### src/rtl/sa_skew_feeder_pkg.sv
// sa_pkg: shared array sizes, feeder FSM encoding and drain length for sa_skew_feeder
package sa_pkg;
  localparam int N = 4;
  localparam int DW = 16;
  typedef enum logic [1:0] {IDLE, STREAM, DRAIN, DONE} state_t;
  function automatic int drain_cycles(input int n);
    return 2 * n - 1;
  endfunction
  localparam int DRAIN_CYCLES = drain_cycles(N);
endpackage

### src/rtl/sa_skew_feeder_if.sv
// sa_skew_feeder_if: K-step beat stream (in_valid/in_ready/in_last, in_a/in_b N lanes of DW bits); master drives beats, slave returns in_ready
interface sa_skew_feeder_if import sa_pkg::*; #(
  parameter int N = sa_pkg::N,
  parameter int DW = sa_pkg::DW
);
  logic          in_valid;
  logic          in_ready;
  logic          in_last;
  logic [N*DW-1:0] in_a;
  logic [N*DW-1:0] in_b;
  modport master(output in_valid, in_last, in_a, in_b, input in_ready);
  modport slave(input in_valid, in_last, in_a, in_b, output in_ready);
endinterface

### src/rtl/sa_skew_feeder_skew_line.sv
// skew_line: DEPTH-stage zero-reset shift chain (clk, rst, d_i W bits in, q_o W bits out after DEPTH edges)
module skew_line #(
  parameter int DEPTH = 1,
  parameter int W = 1
) (
  input  logic         clk,
  input  logic         rst,
  input  logic [W-1:0] d_i,
  output logic [W-1:0] q_o
);
  logic [W-1:0] sr_q [DEPTH];
  always_ff @(posedge clk) begin
    if (rst) sr_q <= '{default: '0};
    else begin
      sr_q[0] <= d_i;
      for (int k = 1; k < DEPTH; k++) sr_q[k] <= sr_q[k-1];
    end
  end
  assign q_o = sr_q[DEPTH-1];
endmodule

### src/rtl/sa_skew_feeder.sv
// sa_skew_feeder: diagonal-skew feeder for an NxN systolic array
// Ports: clk, rst (sync, active-high); s = beat stream slave; a_row_o/b_col_o skewed edge data;
// valid_o/clear_o per-lane strobes; done_o tile complete; busy_o streaming or draining.
// Optional macro SA_SKEW_FEEDER_KMAX_CHECK_EN adds kmax_err_o and forces last on the K_MAX-th beat.
module sa_skew_feeder import sa_pkg::*; #(
  parameter int N = sa_pkg::N,
  parameter int DW = sa_pkg::DW,
  parameter int K_MAX = 256
) (
  input  logic            clk,
  input  logic            rst,
  sa_skew_feeder_if.slave s,
  output logic [N*DW-1:0] a_row_o,
  output logic [N*DW-1:0] b_col_o,
  output logic [N-1:0]    valid_o,
  output logic [N-1:0]    clear_o,
  output logic            done_o,
  output logic            busy_o
`ifdef SA_SKEW_FEEDER_KMAX_CHECK_EN
  ,
  output logic            kmax_err_o
`endif
);
  localparam int CW = $clog2(drain_cycles(N));
  state_t        state_q;
  logic [CW-1:0] cnt_q;
  logic          acc, first, last;
  assign s.in_ready = state_q != DRAIN;
  assign acc = s.in_valid && s.in_ready;
  assign first = state_q == IDLE || state_q == DONE;
`ifdef SA_SKEW_FEEDER_KMAX_CHECK_EN
  localparam int BW = $clog2(K_MAX + 1);
  logic [BW-1:0] beats_q, beat_n;
  logic          err_q, force_last;
  assign beat_n = first ? BW'(1) : beats_q + 1'b1;
  assign force_last = beat_n == BW'(K_MAX);
  assign last = s.in_last || force_last;
  assign kmax_err_o = err_q;
  always_ff @(posedge clk) begin
    if (rst) begin
      beats_q <= '0;
      err_q <= 1'b0;
    end else if (acc) begin
      beats_q <= beat_n;
      err_q <= (!first && err_q) || (force_last && !s.in_last);
    end
  end
`else
  assign last = s.in_last;
`endif
  // The drain counter runs 2N-2..0 so done_o rises 2N-1 edges after the last beat.
  always_ff @(posedge clk) begin
    if (rst) begin
      state_q <= IDLE;
      cnt_q <= '0;
    end else if (acc) begin
      state_q <= last ? DRAIN : STREAM;
      cnt_q <= CW'(drain_cycles(N) - 1);
    end else if (state_q == DRAIN) begin
      state_q <= cnt_q == '0 ? DONE : DRAIN;
      cnt_q <= cnt_q - 1'b1;
    end
  end
  assign done_o = state_q == DONE;
  assign busy_o = state_q == STREAM || state_q == DRAIN;
  // Lane i carries {clear, valid, b, a}; bubbles inject all zeros.
  for (genvar i = 0; i < N; i++) begin : g_lane
    skew_line #(.DEPTH(i + 1), .W(2 * DW + 2)) u_line (
      .clk(clk),
      .rst(rst),
      .d_i(acc ? {first, 1'b1, s.in_b[i*DW +: DW], s.in_a[i*DW +: DW]} : '0),
      .q_o({clear_o[i], valid_o[i], b_col_o[i*DW +: DW], a_row_o[i*DW +: DW]})
    );
  end
endmodule

### src/flat_wrapper.sv
// flat-port wrapper written by rule: the top's interface ports become plain ports
module sa_skew_feeder_flat import sa_pkg::*;
#(
  parameter int N = sa_pkg::N,
  parameter int DW = sa_pkg::DW,
  parameter int K_MAX = 256
)
  (clk, rst, a_row_o, b_col_o, valid_o, clear_o, done_o, busy_o, s_in_valid, s_in_last, s_in_a, s_in_b, s_in_ready);
  sa_skew_feeder_if #(.N(N), .DW(DW)) s_i ();
  input  logic clk;
  input  logic rst;
  output logic [N*DW-1:0] a_row_o;
  output logic [N*DW-1:0] b_col_o;
  output logic [N-1:0] valid_o;
  output logic [N-1:0] clear_o;
  output logic done_o;
  output logic busy_o;
  input wire logic [$bits(s_i.in_valid)-1:0] s_in_valid;
  input wire logic [$bits(s_i.in_last)-1:0] s_in_last;
  input wire logic [$bits(s_i.in_a)-1:0] s_in_a;
  input wire logic [$bits(s_i.in_b)-1:0] s_in_b;
  output wire logic [$bits(s_i.in_ready)-1:0] s_in_ready;
  assign s_i.in_valid = s_in_valid;
  assign s_i.in_last = s_in_last;
  assign s_i.in_a = s_in_a;
  assign s_i.in_b = s_in_b;
  assign s_in_ready = s_i.in_ready;
  sa_skew_feeder #(.N(N), .DW(DW), .K_MAX(K_MAX)) u_core (.clk(clk), .rst(rst), .s(s_i), .a_row_o(a_row_o), .b_col_o(b_col_o), .valid_o(valid_o), .clear_o(clear_o), .done_o(done_o), .busy_o(busy_o));
endmodule
### config.mk
export PLATFORM = sky130hd
export DESIGN_NAME = sa_skew_feeder_flat
export DESIGN_NICKNAME = d
export VERILOG_FILES = /design/src/rtl/sa_skew_feeder_pkg.sv /design/src/rtl/sa_skew_feeder_if.sv /design/src/rtl/sa_skew_feeder_skew_line.sv /design/src/rtl/sa_skew_feeder.sv /design/src/flat_wrapper.sv
export SDC_FILE = /design/constraint.sdc
export NUM_CORES = 1
export LEC_CHECK = 0
export ABC_AREA = 1
export BUFFER_PORTS_ARGS = -buffer_cell sky130_fd_sc_hd__buf_4
export CAP_MARGIN = 0
export CORE_MARGIN = 5
export CORE_UTILIZATION = 50
export CTS_BUF_LIST = sky130_fd_sc_hd__clkbuf_16
export DETAILED_ROUTE_END_ITERATION = 12
export PLACE_DENSITY_LB_ADDON = 0.05
export SYNTH_ARGS = -nofsm -noshare
export SYNTH_HDL_FRONTEND = slang
export SYNTH_HIERARCHICAL = 1
export SYNTH_SLANG_ARGS = --single-unit
### constraint.sdc
create_clock -name clk -period 1.4 [get_ports clk]
set_input_delay 0.14 -clock clk [delete_from_list [all_inputs] [get_ports clk]]
set_output_delay 0.14 -clock clk [all_outputs]
set_load 0.005 [all_outputs]
==> flow_metrics.py, run 1 <==
metrics = {
    "run_status": {
        "status": "finished, violations left",
        "violations": "setup timing",
    },
    "route": {
        "routed_wl_um": 23100,
        "wl_per_cell_um": 10.8,
        "drtPass1Iterations": 4,
        "drt_iter0_markers": 301,
        "drc": 0,
        "ant_nets": 0,
        "viasPerCell": 3.85,
        "vias": 8269,
    },
    "synth": {
        "synth_most_common_cell": "inv_1",
        "ys_ff_latch": 345,
        "yosysTopAreaCellShare_pct": 54.3,
        "yosys_warnings": 6,
        "synth_commonest_cells": "inv_1, nor2_1, dfxtp_1",
        "netlist_area_mm2": 0.0127,
        "synth_flop_cell": "dfxtp_1",
        "synth.area.top_cells": "dfxtp_1, inv_1, nor2_1, nor2_4, buf_4",
        "yosys.area.top_type": "dfxtp_1",
        "synth-edff-count": 0,
        "syn_inst": 1474,
        "ys_seq_area_share_pct": 54.3,
        "syn_nets": 1611,
        "avgSynthCellArea_um2": 8.63,
        "synthArstFlopShare_pct": 0,
        "ys_types": 19,
    },
    "layout": {
        "seq_area_mm2": 0.00691,
        "multi_input_area_mm2": 0.00275,
        "drive_gt1_share_pct": 26.1,
        "finalNonFillerCells": 2146,
        "layout.nets": 1928,
        "final_area_mm2": 0.0169,
        "area_delta_synth_final_pct": 32.9,
        "fillers": 2077,
    },
    "flow_run": {
        "maxCapViolCount": 0,
    },
    "clock_tree": {
        "path_clk_slew_ns": 0.06,
        "cts_tree": "built",
        "cts.sinks": 345,
        "cts_root_buf": "clkbuf_16",
        "htreeDepth": 2,
        "clk_latency_ns": 0.49,
        "numCtsBuffers": 36,
        "cts.path.max_buffers": 3,
    },
    "worst_setup_path": {
        "worstSetupStartpoint": "u_core/state_q[0]",
        "critPathMaxStageDelay_ns": 0.32,
        "cp_data_required_time_ns": 1.26,
        "startpoint_type": "flop",
        "cp_max_fo": 2,
        "end_kind": "output port",
        "r2r_end": "u_core/g_lane[2].u_line/sr_q[94]",
        "path_buf_inv": 4,
        "crit_cells": 5,
        "rr_startpoint": "u_core/state_q[0]",
        "reg2reg_setup_slack_ns": -0.01,
        "worst_ep_arrival_time_ns": 1.29,
        "path_delay_family": "buffers and inverters",
        "cp_slowest_cell": "dfxtp_2",
        "cp-endpoint": "s_in_ready",
        "rr_worst_depth": 9,
        "worstPathCellList": "inv_2 > ha_4 > inv_2 > buf_6 > buf_6",
        "critPathKind": "flop to output port",
    },
    "die": {
        "die_h_um": 170,
        "start_util_pct": 50.7,
        "fp.dieW_um": 170,
        "io_pins": 271,
        "die_area_mm2": 0.0287,
        "core-area_mm2": 0.0251,
        "num_rows": 58,
    },
    "sta": {
        "period_minus_slack_ns": 1.43,
        "setup_viol": 4,
        "worst_slack_ns": -0.0278,
        "rsz0062_at_grt": "true",
        "finalClockSkew_ns": 0.00951,
        "relSlewSlack_pct": 73.1,
        "holdWs_ns": 0.0100,
        "period_share_pct": 102,
        "tightest_slew_ns": 0.403,
        "final_hold_viol_count": 0,
        "fmax_ghz": 0.700,
        "slew_viol_final": 0,
    },
    "place": {
        "gp_congestion": 0.755,
        "dp_slack_ns": -0.0269,
        "io_buffers": 270,
        "place_area_mm2": 0.0142,
        "hpwlAfterDp_um": 14300,
        "dp.cells": 1947,
    },
    "power": {
        "ir_drop_uv": 731,
        "power_uw": 21800,
        "power_density_mw_per_mm2": 1290,
        "p_leak_uw": 0.00796,
    },
    "global_route": {
        "gr-total-overflow": 0,
        "grt_use_met1_pct": 18.1,
        "use_met2_pct": 27.3,
        "grt_pass1_vias": 7996,
        "grt_busiest_layer": "met2",
        "grt_antenna_before_repair": 0,
        "grt_usage_pct": 15.7,
        "grt_max_degree": 52,
        "grt_pass1_wl_um": 37300,
        "gr-usage-met3_pct": 5.68,
    },
    "hold_path": {
        "holdCritPathClass": "input port to flop",
    },
}
==> cell families (layout without fill, tap and decap cells) <==
| kind of cell | Yosys count | in the layout | synth area share, % |
|---|---|---|---|
| XOR/XNOR | 1 | 1 | 0.0689 |
| adder cells (fa/ha/maj) | 5 | 5 | 0.492 |
| buffers and inverters | 633 | 973 | 24.6 |
| AND/OR/NAND/NOR | 487 | 488 | 20.4 |
| AO/OA/AOI/OAI | 3 | 3 | 0.118 |
| other | 0 | 1 | 0 |
| flip-flops | 345 | 345 | 54.3 |
==> layer usage <==
metal / wire length [µm] / up-vias
met5: 0 / -
met4: 505 / 0
met3: 2020 / 38
met2: 11200 / 214
met1: 9400 / 3538
li1: - / 4479
==> stage by stage <==
stage                     TNS, ns  util (%)
after floorplan                 0         -
after global placement          0      56.5
after detailed placement  -0.0269      56.5
after CTS                 -0.0983      66.5
after global routing        -6.27      67.3
final                     -0.0483      67.3
==> power by group <==
group          total, µW  internal [µW]  switching [µW]
clock               9310           5690            3620
combinational       2280           1180            1100
sequential         10200          10100            87.6
total              21800          17000            4810
==> cells in the final DEF (no fill, tap or decap), types with 2 or more instances in the layout <==
cell type and instances:
inv_1 479, nor2_1 372, dfxtp_1 343, buf_4 282, dlygate4sd3_1 124, nor2_4 100, clkbuf_16 41, clkinv_1 10
buf_12 9, buf_6 7, clkinv_2 6, nor2_2 6, bufinv_16 5, buf_16 5, inv_2 3, nand2_1 3
ha_1 3, nand2_8 2, nor3_1 2, o21ai_0 2, ha_4 2, dfxtp_2 2
==> cell type report <==
type                       count  area share (%)
inverter                     479            10.6
clock inverter                25            1.40
timing repair buffer         432            22.9
sequential                   345            40.9
antenna                        1          0.0148
clock buffer                  37            5.48
tap                          330            2.44
multi-input combinational    497            16.3
==> registers in the layout (all words and copies together) (netlist names) <==
register and count:
u_core/g_lane.u_line/q_o 136, u_core/cnt_q 3, u_core/g_lane.u_line/sr_q 204, u_core/state_q 2
==> how the worst min path moves through the flow <==
stage | start | endpoint | slack, ns | depth (start not counted)
finish | rst | u_core/g_lane[2].u_line/q_o[7] | 0.01 | 2
global route | rst | u_core/g_lane[2].u_line/sr_q[75] | 0.02 | 2
floorplan | rst | u_core/cnt_q[0] | 0.22 | 1
CTS | s_in_a[55] | u_core/g_lane[3].u_line/sr_q[109] | 0.003 | 5
global placement | u_core/g_lane[3].u_line/sr_q[105] | u_core/g_lane[3].u_line/sr_q[71] | 0.39 | 2
detailed placement | u_core/g_lane[3].u_line/sr_q[92] | u_core/g_lane[3].u_line/sr_q[58] | 0.39 | 2
==> what timing repair did <==
| action | CTS | global route |
|---|---|---|
| endpoints found under the setup margin | 6 | 81 |
| hold buffers | 124 | 0 |
| pin swaps | 1 | 3 |
| resized for setup | 15 | 14 |
| buffers inserted | 2 | 3 |
| gates cloned | 1 | 6 |
| endpoints found under the hold margin | 125 | 0 |
Power figures use the tool's default switching activity.
==> run 2, diff against run 1 <==
SYNTH_HIERARCHICAL = unset   (was 1)
==> run 2 against run 1 <==
  * The flow still finishes with violations (setup timing)
  * Clock skew is 0.00061 ns higher
  * Die area shrank 18%
  * Sequential share of layout area increased by 5.8 points
  * Clock power shrank 14%
  * Critical endpoint is now busy_o
==> flow_metrics.py, run 2 <==
metrics = {
    "power": {
        "power_density_mw_per_mm2": 1350,
        "p_leak_uw": 0.00700,
        "clockPowerShare_pct": 41.6,
        "intPower_uw": 15300,
        "power_frac_comb_pct": 7.3,
        "p_seq_share_pct": 51.1,
        "switching_share_pct": 20.8,
        "p_sw_uw": 4010,
        "ir_drop_uv": 871,
    },
    "layout": {
        "area_delta_synth_final_pct": 38.4,
        "final_common_cell": "inv_1",
        "drive_gt1_share_pct": 22.3,
        "finalNonFillerCells": 1774,
        "antenna_cells": 0,
        "largest_reg_flops": 198,
        "layout.nets": 1620,
        "largest_register": "u_core.g_lane.u_line.sr_q",
        "layout_common_cells": "inv_1, dfxtp_1, nor2_1",
    },
    "synth": {
        "syn_inst": 1170,
        "synth-edff-count": 0,
        "synthArstFlopShare_pct": 0,
        "synth_commonest_cells": "inv_1, dfxtp_1, nor2_1",
        "ys_types": 15,
        "yosys_warnings": 0,
        "synth_most_common_cell": "inv_1",
        "netlist_area_mm2": 0.0103,
        "ys_ff_latch": 333,
        "ys_seq_area_share_pct": 64.5,
        "avgSynthCellArea_um2": 8.83,
        "synth.area.top_cells": "dfxtp_1, inv_1, nor2_1, buf_4, buf_2",
        "synth_flop_cell": "dfxtp_1",
        "yosysTopAreaCellShare_pct": 64.5,
        "syn_nets": 1307,
        "yosys.area.top_type": "dfxtp_1",
    },
    "route": {
        "wl_per_cell_um": 11.0,
        "viasPerCell": 3.91,
        "routed_wl_um": 19500,
        "drc": 0,
        "vias": 6934,
        "drt_iter0_markers": 234,
        "ant_nets": 0,
        "drtPass1Iterations": 5,
    },
    "sta": {
        "worst_slack_ns": -0.00284,
        "setup_viol": 1,
        "period_minus_slack_ns": 1.40,
        "tightest_slew_ns": 0.283,
        "relSlewSlack_pct": 81.1,
        "finalClockSkew_ns": 0.0101,
        "fmax_ghz": 0.713,
        "period_share_pct": 100,
        "rsz0062_at_grt": "true",
        "slew_viol_final": 0,
        "final_hold_viol_count": 0,
    },
    "clock_tree": {
        "cts.sinks": 333,
        "path_clk_slew_ns": 0.05,
        "cts_tree": "built",
        "htreeDepth": 2,
        "cts.path.max_buffers": 3,
        "cts_root_buf": "clkbuf_16",
        "numCtsBuffers": 34,
        "clk_latency_ns": 0.50,
    },
    "global_route": {
        "use_met2_pct": 28.6,
        "grt_pass1_wl_um": 32000,
        "gr-total-overflow": 0,
        "grt_usage_pct": 16.3,
        "gr-usage-met3_pct": 6.94,
        "grt_busiest_layer": "met2",
        "grt_max_degree": 66,
        "grt_antenna_before_repair": 0,
        "grt_pass1_vias": 6837,
        "grt_use_met1_pct": 17.3,
    },
    "worst_setup_path": {
        "end_kind": "output port",
        "worst_ep_arrival_time_ns": 1.26,
        "cp_max_fo": 2,
        "cp_data_required_time_ns": 1.26,
        "critPathKind": "flop to output port",
        "startpoint_type": "flop",
    },
    "die": {
        "num_rows": 52,
        "fp.dieW_um": 154,
        "io_pins": 271,
        "die_h_um": 154,
        "die_area_mm2": 0.0236,
        "core-area_mm2": 0.0203,
        "start_util_pct": 50.9,
    },
    "hold_path": {
        "holdCritPathClass": "flop to flop",
    },
    "place": {
        "io_buffers": 270,
        "gp_congestion": 0.752,
        "dp.cells": 1583,
        "hpwlAfterDp_um": 12100,
        "dp_slack_ns": 0.0661,
    },
    "run_status": {
        "status": "finished, violations left",
        "violations": "setup timing",
    },
    "flow_run": {
        "maxCapViolCount": 0,
    },
}
-- run 2: cell types whose count changed in the layout (fill, tap and decap cells not counted), moves of 5 or more --
| cell | before | now |
|---|---|---|
| inv_1 | 479 | 347 |
| nor2_4 | 100 | 0 |
| nor2_1 | 372 | 329 |
| dfxtp_1 | 343 | 331 |
| nand2_1 | 3 | 14 |
| buf_4 | 282 | 273 |
| dlygate4sd3_1 | 124 | 131 |
| buf_16 | 5 | 0 |
| bufinv_16 | 5 | 0 |
| nor2_2 | 6 | 1 |
-- run 2: power by group through the flow --
| stage | sequential [µW] | clock (µW) | combinational (µW) |
|---|---|---|---|
| 2_1_floorplan | 10100 | 0 | 550 |
| 3_3_place_gp | 10100 | 0 | 1060 |
| 3_5_place_dp | 10100 | 0 | 1070 |
| 4_1_cts | 9860 | 8310 | 1400 |
| 5_1_grt | 9890 | 8690 | 1570 |
| 6_report | 9870 | 8040 | 1400 |
-- run 2: cell type report --
cell class,count,area (µm²)
timing repair buffer,416,3560
fill,1544,6010
sequential,333,6670
clock buffer,37,926
tap,270,338
clock inverter,20,77.6
inverter,339,1270
multi-input combinational,359,1450
-- run 2: kinds of logic after synthesis --
kind of cell	count (synthesis)	synth area share (%)
buffers and inverters	479	21.9
DFF	333	64.5
adders and majority gates	5	0.606
and+or+nand+nor	348	12.7
AOI/OAI and AO/OA	5	0.242
-- run 2: what timing repair did --
action	CTS	global route
setup buffers	2	1
setup endpoints to repair	3	49
hold buffers	131	0
hold endpoints to repair	134	0
resized for setup	12	3
cloned	0	1
pin swaps	1	0
-- run 2: worst max-delay path, stage by stage (launching register included) --
cell,delay [ns]
dfxtp_2,0.34
inv_2,0.05
ha_4,0.26
inv_2,0.03
buf_6,0.10
-- run 2: metal layers --
| layer | part of all wire [%] | up-vias |
|---|---|---|
| li1 | - | 3703 |
| met3 | 9.9 | 43 |
| met2 | 49 | 205 |
| met5 | 0 | - |
| met1 | 38 | 2983 |
| met4 | 3.1 | 0 |
-- run 2: worst paths after layout --
check,startpoint,endpoint,slack (ns),cells past startpoint
setup / recovery,u_core.state_q[0],busy_o,-0.003,4
hold / removal,u_core.g_lane[3].u_line.sr_q[125],u_core.g_lane[3].u_line.sr_q[91],0.39,2
hold reg to reg,u_core.g_lane[3].u_line.sr_q[125],u_core.g_lane[3].u_line.sr_q[91],0.39,2
setup reg to reg,u_core.state_q[0],u_core.g_lane[0].u_line.q_o[20],0.09,7
-- run 2: through the flow --
stage	util [%]	cell area [µm²]	power, µW	setup TNS (ns)	hold slack [ns]
5_1_grt	70.4	14300	20200	-0.0538	0.396
3_3_place_gp	58.7	11900	11100	0	0.351
6_report	70.4	14300	19300	-0.00284	0.395
2_1_floorplan	-	10300	10600	0	0.252
3_5_place_dp	58.7	11900	11100	0	0.358
4_1_cts	70.2	14300	19600	-0.0259	0.374
